<file path="src/rtl/sram_boot_loader.sv">
// Boot loader: streams a length-prefixed big-endian word image into SRAM, then passes the port to the core.
// Optional trailing XOR checksum byte enabled by defining CHECKSUM_EN.
module sram_boot_loader #(
  parameter int unsigned       ADDR_W    = 16,
  parameter int unsigned       DATA_W    = 32,
  parameter logic [ADDR_W-1:0] BASE_ADDR = 16'h0000
) (
  input  logic              clk,
  input  logic              rst,
  input  logic [7:0]        rx_data,
  input  logic              rx_valid,
  output logic              rx_ready,
  input  logic [ADDR_W-1:0] cpu_addr,
  input  logic [DATA_W-1:0] cpu_idata,
  output logic [DATA_W-1:0] cpu_odata,
  input  logic              cpu_cs_,
  input  logic              cpu_rw_,
  output logic [ADDR_W-1:0] mem_addr,
  output logic [DATA_W-1:0] mem_idata,
  input  logic [DATA_W-1:0] mem_odata,
  output logic              mem_cs_,
  output logic              mem_rw_,
  output logic              core_rst,
  output logic              boot_done,
  output logic              boot_err
);

  typedef enum logic [2:0] {
    S_LEN_HI, S_LEN_LO, S_DATA, S_WRITE, S_CHK, S_DONE
  } state_e;

`ifdef CHECKSUM_EN
  localparam state_e S_TAIL = S_CHK;
`else
  localparam state_e S_TAIL = S_DONE;
`endif

  state_e            state_q, state_d;
  logic [1:0]        byte_cnt_q, byte_cnt_d;
  logic [15:0]       word_cnt_q, word_cnt_d;
  logic [15:0]       len_q, len_d;
  logic [ADDR_W-1:0] wr_addr_q, wr_addr_d;
  logic [DATA_W-1:0] word_q, word_d;
  logic              err_q, err_d;
  logic [7:0]        csum_q, csum_d;

  always_ff @(posedge clk) begin
    if (rst) begin
      state_q    <= S_LEN_HI;
      byte_cnt_q <= '0;
      word_cnt_q <= '0;
      len_q      <= '0;
      wr_addr_q  <= BASE_ADDR;
      word_q     <= '0;
      err_q      <= 1'b0;
      csum_q     <= '0;
    end else begin
      state_q    <= state_d;
      byte_cnt_q <= byte_cnt_d;
      word_cnt_q <= word_cnt_d;
      len_q      <= len_d;
      wr_addr_q  <= wr_addr_d;
      word_q     <= word_d;
      err_q      <= err_d;
      csum_q     <= csum_d;
    end
  end

  always_comb begin
    state_d    = state_q;
    byte_cnt_d = byte_cnt_q;
    word_cnt_d = word_cnt_q;
    len_d      = len_q;
    wr_addr_d  = wr_addr_q;
    word_d     = word_q;
    err_d      = err_q;
    csum_d     = csum_q;
    case (state_q)
      S_LEN_HI: if (rx_valid) begin
        len_d[15:8] = rx_data;
        state_d     = S_LEN_LO;
      end
      S_LEN_LO: if (rx_valid) begin
        len_d[7:0] = rx_data;
        state_d    = ({len_q[15:8], rx_data} == 16'd0) ? S_TAIL : S_DATA;
      end
      S_DATA: if (rx_valid) begin
        word_d     = {word_q[DATA_W-9:0], rx_data};
        csum_d     = csum_q ^ rx_data;
        byte_cnt_d = byte_cnt_q + 2'd1;
        if (byte_cnt_q == 2'd3) state_d = S_WRITE;
      end
      S_WRITE: begin
        wr_addr_d  = wr_addr_q + 1'b1;
        word_cnt_d = word_cnt_q + 16'd1;
        state_d    = ((word_cnt_q + 16'd1) == len_q) ? S_TAIL : S_DATA;
      end
      S_CHK: if (rx_valid) begin
        if (rx_data != csum_q) err_d = 1'b1;
        state_d = S_DONE;
      end
      default: state_d = S_DONE;
    endcase
  end

  // Reset overrides the state-derived port drive so the SRAM is idle while rst is high.
  always_comb begin
    rx_ready  = 1'b0;
    mem_cs_   = 1'b1;
    mem_rw_   = 1'b1;
    mem_addr  = wr_addr_q;
    mem_idata = word_q;
    if (rst) begin
      mem_addr  = BASE_ADDR;
      mem_idata = '0;
    end else begin
      case (state_q)
        S_LEN_HI, S_LEN_LO, S_DATA, S_CHK: rx_ready = 1'b1;
        S_WRITE: begin
          mem_cs_ = 1'b0;
          mem_rw_ = 1'b0;
        end
        S_DONE: begin
          mem_addr  = cpu_addr;
          mem_idata = cpu_idata;
          mem_cs_   = cpu_cs_;
          mem_rw_   = cpu_rw_;
        end
        default: rx_ready = 1'b0;
      endcase
    end
  end

  assign cpu_odata = mem_odata;
  assign boot_done = (state_q == S_DONE);
`ifdef CHECKSUM_EN
  assign boot_err  = err_q;
`else
  assign boot_err  = 1'b0;
`endif
  assign core_rst  = rst | ~boot_done | boot_err;

endmodule
</file>
<file path="config.mk">
export PLATFORM = sky130hd
export DESIGN_NAME = sram_boot_loader
export DESIGN_NICKNAME = d
export VERILOG_FILES = /design/src/rtl/sram_boot_loader.sv
export SDC_FILE = /design/constraint.sdc
export NUM_CORES = 1
export LEC_CHECK = 0
export BUFFER_PORTS_ARGS = -buffer_cell sky130_fd_sc_hd__clkbuf_2
export CAP_MARGIN = 10
export CORE_AREA = 2 2 116 146
export CTS_CLUSTER_SIZE = 12
export DETAILED_ROUTE_END_ITERATION = 7
export DIE_AREA = 0 0 118 148
export GPL_TIMING_DRIVEN = 1
export SYNTH_ARGS = -nofsm -noshare
export SYNTH_HDL_FRONTEND = slang
export SYNTH_SLANG_ARGS = --single-unit
</file>
<file path="constraint.sdc">
create_clock -name clk -period 2.5 [get_ports clk]
set_clock_uncertainty 0.15 [all_clocks]
set_input_delay 0.125 -clock clk [delete_from_list [all_inputs] [get_ports clk]]
set_output_delay 0.125 -clock clk [all_outputs]
set_load 0.03 [all_outputs]
</file>
# Word-level counts from Yosys, hierarchy flattened
# Index checks and enable logic that the tools add are counted.
[op_classes] addsub=3 n_eq_ne=12 n_reduce_logical=7 n_mux=18 bitwise_logic=2
[op_table] op="$mux 32" count=2
[op_table] op="$add 16x1->16 const B" count=2
[op_table] op="$mux 16" count=2
[op_table] op="$mux 3" count=7
[op_table] op="$eq 16x16->1" count=1
[op_table] op="$logic_not 16->1" count=1
[op_table] op="$pmux 3 s5" count=1
[op_table] op="$ne 2x2->1 const B" count=5
[op_table] op="$eq 3x2->1 const B" count=2
[op_table] op="$eq 3x3->1 const B" count=2
[op_table] op="$reduce_and 2->1" count=3
[op_table] op="$reduce_and 5->1" count=1
[op_table] op="$mux 1" count=4
[op_table] op="$pmux 1 s2" count=2
[op_table] op="$reduce_or 4->1" count=1
[op_table] op="$eq 3x1->1 const B" count=1
[op_table] op="$logic_not 3->1" count=1
[op_table] op="$add 2x1->2 const B" count=1
[op_table] op="$eq 2x2->1 const B" count=1
[op_table] op="$not 1->1" count=1
[op_table] op="$or 1x1->1" count=1
[totals] input_bits=93 wordCells=49 ff_bits=85

# Logic depth before layout (Yosys ltp)
[logic_depth] ltp_word=4 depth_mapped=9 depth_no_buf=8

# Least setup slack after synthesis
# No wires, ideal clock.
[synth_path] path_type="register to register" from="reg word_cnt_q[0]" to="reg state_q[1]" t_required_ps=2236 t_arrival_ps=2044 synth_period_minus_slack_ps=2308 path_buffers=1 path_slack_ps=192 setup_ps=114 stages_incl_launch_ff=10 cell_sequence="dfxtp_1 > ha_1 > clkbuf_1 > and2_1 > nand4_1 > xor2_1 > a22oi_2 > nand4_1 > or3_4 > a21o_1"
[synth_via] elab_chain_cells=4
[synth_lines] item="from (decl)" line_no="40" text="logic [15:0] word_cnt_q, word_cnt_d;"
[synth_lines] item="from (signal assigned)" line_no="60" text="word_cnt_q <= word_cnt_d;"
[synth_lines] item="$add 16x1->16" line_no="96" text="state_d = ((word_cnt_q + 16'd1) == len_q) ? S_TAIL : S_DATA;"
[synth_lines] item="$eq 16x16->1" line_no="96"
[synth_lines] item="$mux 3" line_no="96"
[synth_lines] item="$pmux 3 s5" line_no="78" text="case (state_q)"
[synth_lines] item="to (signal assigned)" line_no="58" text="state_q <= state_d;"
[synth_lines] item="to (decl)" line_no="38" text="state_e state_q, state_d;"
# Every way passes these cells.
# A chain may end at the register's enable or synchronous reset.

# Final worst setup path
[layout_path] from="reg state_q[0]" to="out mem_idata[0]"
[layout_via] elab_chain_cells=3
[layout_lines] item="$eq 3x3->1" line_no="117" text="case (state_q)"
[layout_lines] item="$mux 32" line_no="117"
[layout_lines] item="$mux 32" line_no="113" text="if (rst) begin"
[layout_lines] item="to (decl)" line_no="19" text="output logic [DATA_W-1:0] mem_idata,"
# Every way passes these cells.

==> results.json <==
{
  "netlist_instances": 661,
  "grt_pass1_vias": 4105,
  "p_per_area_mw_per_mm2": 583,
  "dp_hpwl_um": 9010,
  "rsz0062_at_grt": "false",
  "required_ps": 2230,
  "crit_path_max_fanout": 50,
  "arrival_ps": 2020,
  "routabilityCongestion": 0.801,
  "power.total_mw": 3.30,
  "initial_core_util_pct": 29.4,
  "fp.dieW_um": 118,
  "drt_wl_total_um": 12500,
  "maxSlewHeadroom_pct": 49.3,
  "nets": 830,
  "dr.pass1.iters": 4,
  "ios": 179,
  "synth_top_area_share_pct": 36.0,
  "crit_chain": "nand3b_1 > buf_4 > nand2_1 > a21oi_1 > clkbuf_2",
  "hold_class": "in2out",
  "syn_nets": 757,
  "max_stage_delay_ps": 450,
  "synth_area_per_cell_um2": 7.16,
  "setup-violations-final": 0,
  "fill_cells": 1743,
  "ys_seq_elements": 85,
  "critPathTopFamily": "buffers and inverters",
  "viasPerCell": 4.61,
  "async_reset_ff_share_pct": 0,
  "yosysWarnings": 0,
  "synth_edf_count": 0,
  "clk_latency_ps": 340,
  "rows": 52,
  "clockBufferDepth": 2,
  "grt_usage_pct": 14.2,
  "clk_pin_slew_ps": 60,
  "crit_type": "reg2out",
  "antenna_found_initial": 1,
  "synthFlopType": "dfxtp_1",
  "cts_tree": "done",
  "drive_gt1_share_pct": 20.7,
  "ir_drop_uv": 272,
  "cts_htree_levels": 3,
  "worst_pin_slew_ps": 760,
  "cp-end-kind": "primary output",
  "worstSetupStartpointType": "flip-flop",
  "cts_buffers": 9,
  "finalSetupTns_ps": 0,
  "areaGrowthSynthToFinish_pct": 19.4,
  "dieArea_mm2": 0.0175,
  "slew_violations": 0,
  "power_leakage_nw": 2.11,
  "globalRouteOverflowTotal": 0,
  "portBuffers": 113,
  "coreArea_mm2": 0.0161,
  "grt_pass1_wl_um": 20200,
  "die_h_um": 148,
  "ys_seq_area_share_pct": 36.0,
  "synth.distinct_cells": 45,
  "avgRoutedWirePerCell_um": 13.1,
  "clkSinkCount": 85,
  "vias": 4402,
  "drtIter0Drc": 235,
  "drcViolationCount": 0,
  "fmax_mhz": 437,
  "final_antenna_net_count": 0,
  "status": "finished clean",
  "crit_buf_inv": 2,
  "ctsResizeCount": 0,
  "min_period_ps": 2290,
  "finalHoldViolCount": 0,
  "crit_slowest_cell": "buf_4",
  "period_share_pct": 91.6,
  "ys_top_cells_by_area": "dfxtp_1, nand2_1, a21oi_1",
  "grt_max_degree": 79,
  "yosysTopAreaCell": "dfxtp_1",
  "cts-root-buf": "clkbuf_16",
  "maxCapViolCount": 0,
  "n_antenna_cell": 0,
  "syn_area_mm2": 0.00473
}
## timing repair
item	4_1_cts	5_1_grt
endpoints found under the hold margin	22	0
buffers inserted	0	0
hold buffers	8	0
## flip-flops by register name, summed over array words and instances (netlist names)
signal / cells
len_q: 16
byte_cnt_q: 2
wr_addr_q: 16
state_q: 3
word_cnt_q: 16
word_q: 32
## cell type report
| class | instances | area [um2] | area share (%) |
|---|---|---|---|
| Multi-Input combinational cell | 498 | 2590 | 45.8 |
| Clock inverter | 5 | 40.0 | 0.709 |
| Sequential cell | 85 | 1700 | 30.1 |
| Tap cell | 216 | 270 | 4.79 |
| Clock buffer | 11 | 253 | 4.47 |
| Timing Repair Buffer | 138 | 788 | 14.0 |
| Inverter | 2 | 7.51 | 0.133 |
## logic make-up (layout without fill, tap and decap cells)
family | count (synthesis) | after routing | synth area share, %
xor+xnor | 50 | 50 | 9.25
other cells | 1 | 1 | 0.0792
fa+ha+maj | 4 | 4 | 1.00
buf+inv | 78 | 156 | 9.36
mux | 8 | 8 | 1.69
compound gates | 117 | 117 | 13.4
flops | 85 | 85 | 36.0
simple gates | 318 | 318 | 29.3
## synth_stat cells, types with 7 or more instances
| cell | n |
|---|---|
| a21oi_1 | 95 |
| nor2_1 | 51 |
| clkbuf_1 | 38 |
| o21ai_0 | 8 |
| xor2_1 | 24 |
| xnor2_1 | 26 |
| and4_1 | 7 |
| nand3_1 | 12 |
| dfxtp_1 | 85 |
| nand2_1 | 202 |
| nand4_1 | 8 |
| mux2i_1 | 8 |
| buf_4 | 35 |
## power by group
group	internal, mW	switching (mW)	total [mW]
Sequential	1.41	0.0680	1.48
Combinational	0.203	0.296	0.499
Clock	0.735	0.580	1.32
## per-stage QoR
step	utilization, %	area (um2)	std cells	hold WS [ps]	setup slack [ps]
after CTS	35.1	5650	955	96.5	171
final	35.1	5650	955	100	209
after global placement	32.8	5280	931	100	266
after detailed placement	32.8	5280	931	100	250
after floorplan	-	4730	661	111	192
after global routing	35.1	5650	955	100	12.4
## final timing paths
path                 startpoint             to  slack [ps]  cells past startpoint
setup / recovery     state_q[0]   mem_idata[0]         210                      5
hold / removal    mem_odata[10]  cpu_odata[10]         100                      0
setup reg to reg  word_cnt_q[9]     state_q[1]         230                      7
hold reg to reg      word_q[30]     word_q[30]         310                      2
## routing by layer
layer | global-route usage, % | wire length (um) | vias up
met3 | 3.47 | 495 | 25
met4 | 4.46 | 219 | 2
met2 | 24.8 | 6180 | 96
met5 | 0 | 12 | -
li1 | - | - | 2293
met1 | 17.3 | 5590 | 1986
## cell usage in the layout, fill, tap and decap left out, drive strengths merged, types with 2 or more instances in the layout
master	n
or3	5
nor4	6
nand4	9
inv	4
nor2b	5
nand2b	2
o2111ai	2
clkbuf	123
clkinvlp	3
nand2	202
xor2	24
dfxtp	85
o21bai	2
buf	18
nand3b	4
ha	3
o22ai	2
and2	6
mux2i	8
nor2	51
dlygate4sd3	8
a21oi	95
xnor2	26
nand3	12
o21ai	8
nor3	3
and3	3
and4	7
## worst register-to-register path: cells and delay by family (launching register included)
family             cells  cell delay (ps)
and+or+nand+nor        4             1080
AOI/OAI and AO/OA      3              600
DFF                    1              340
Power figures use the tool's default switching activity.
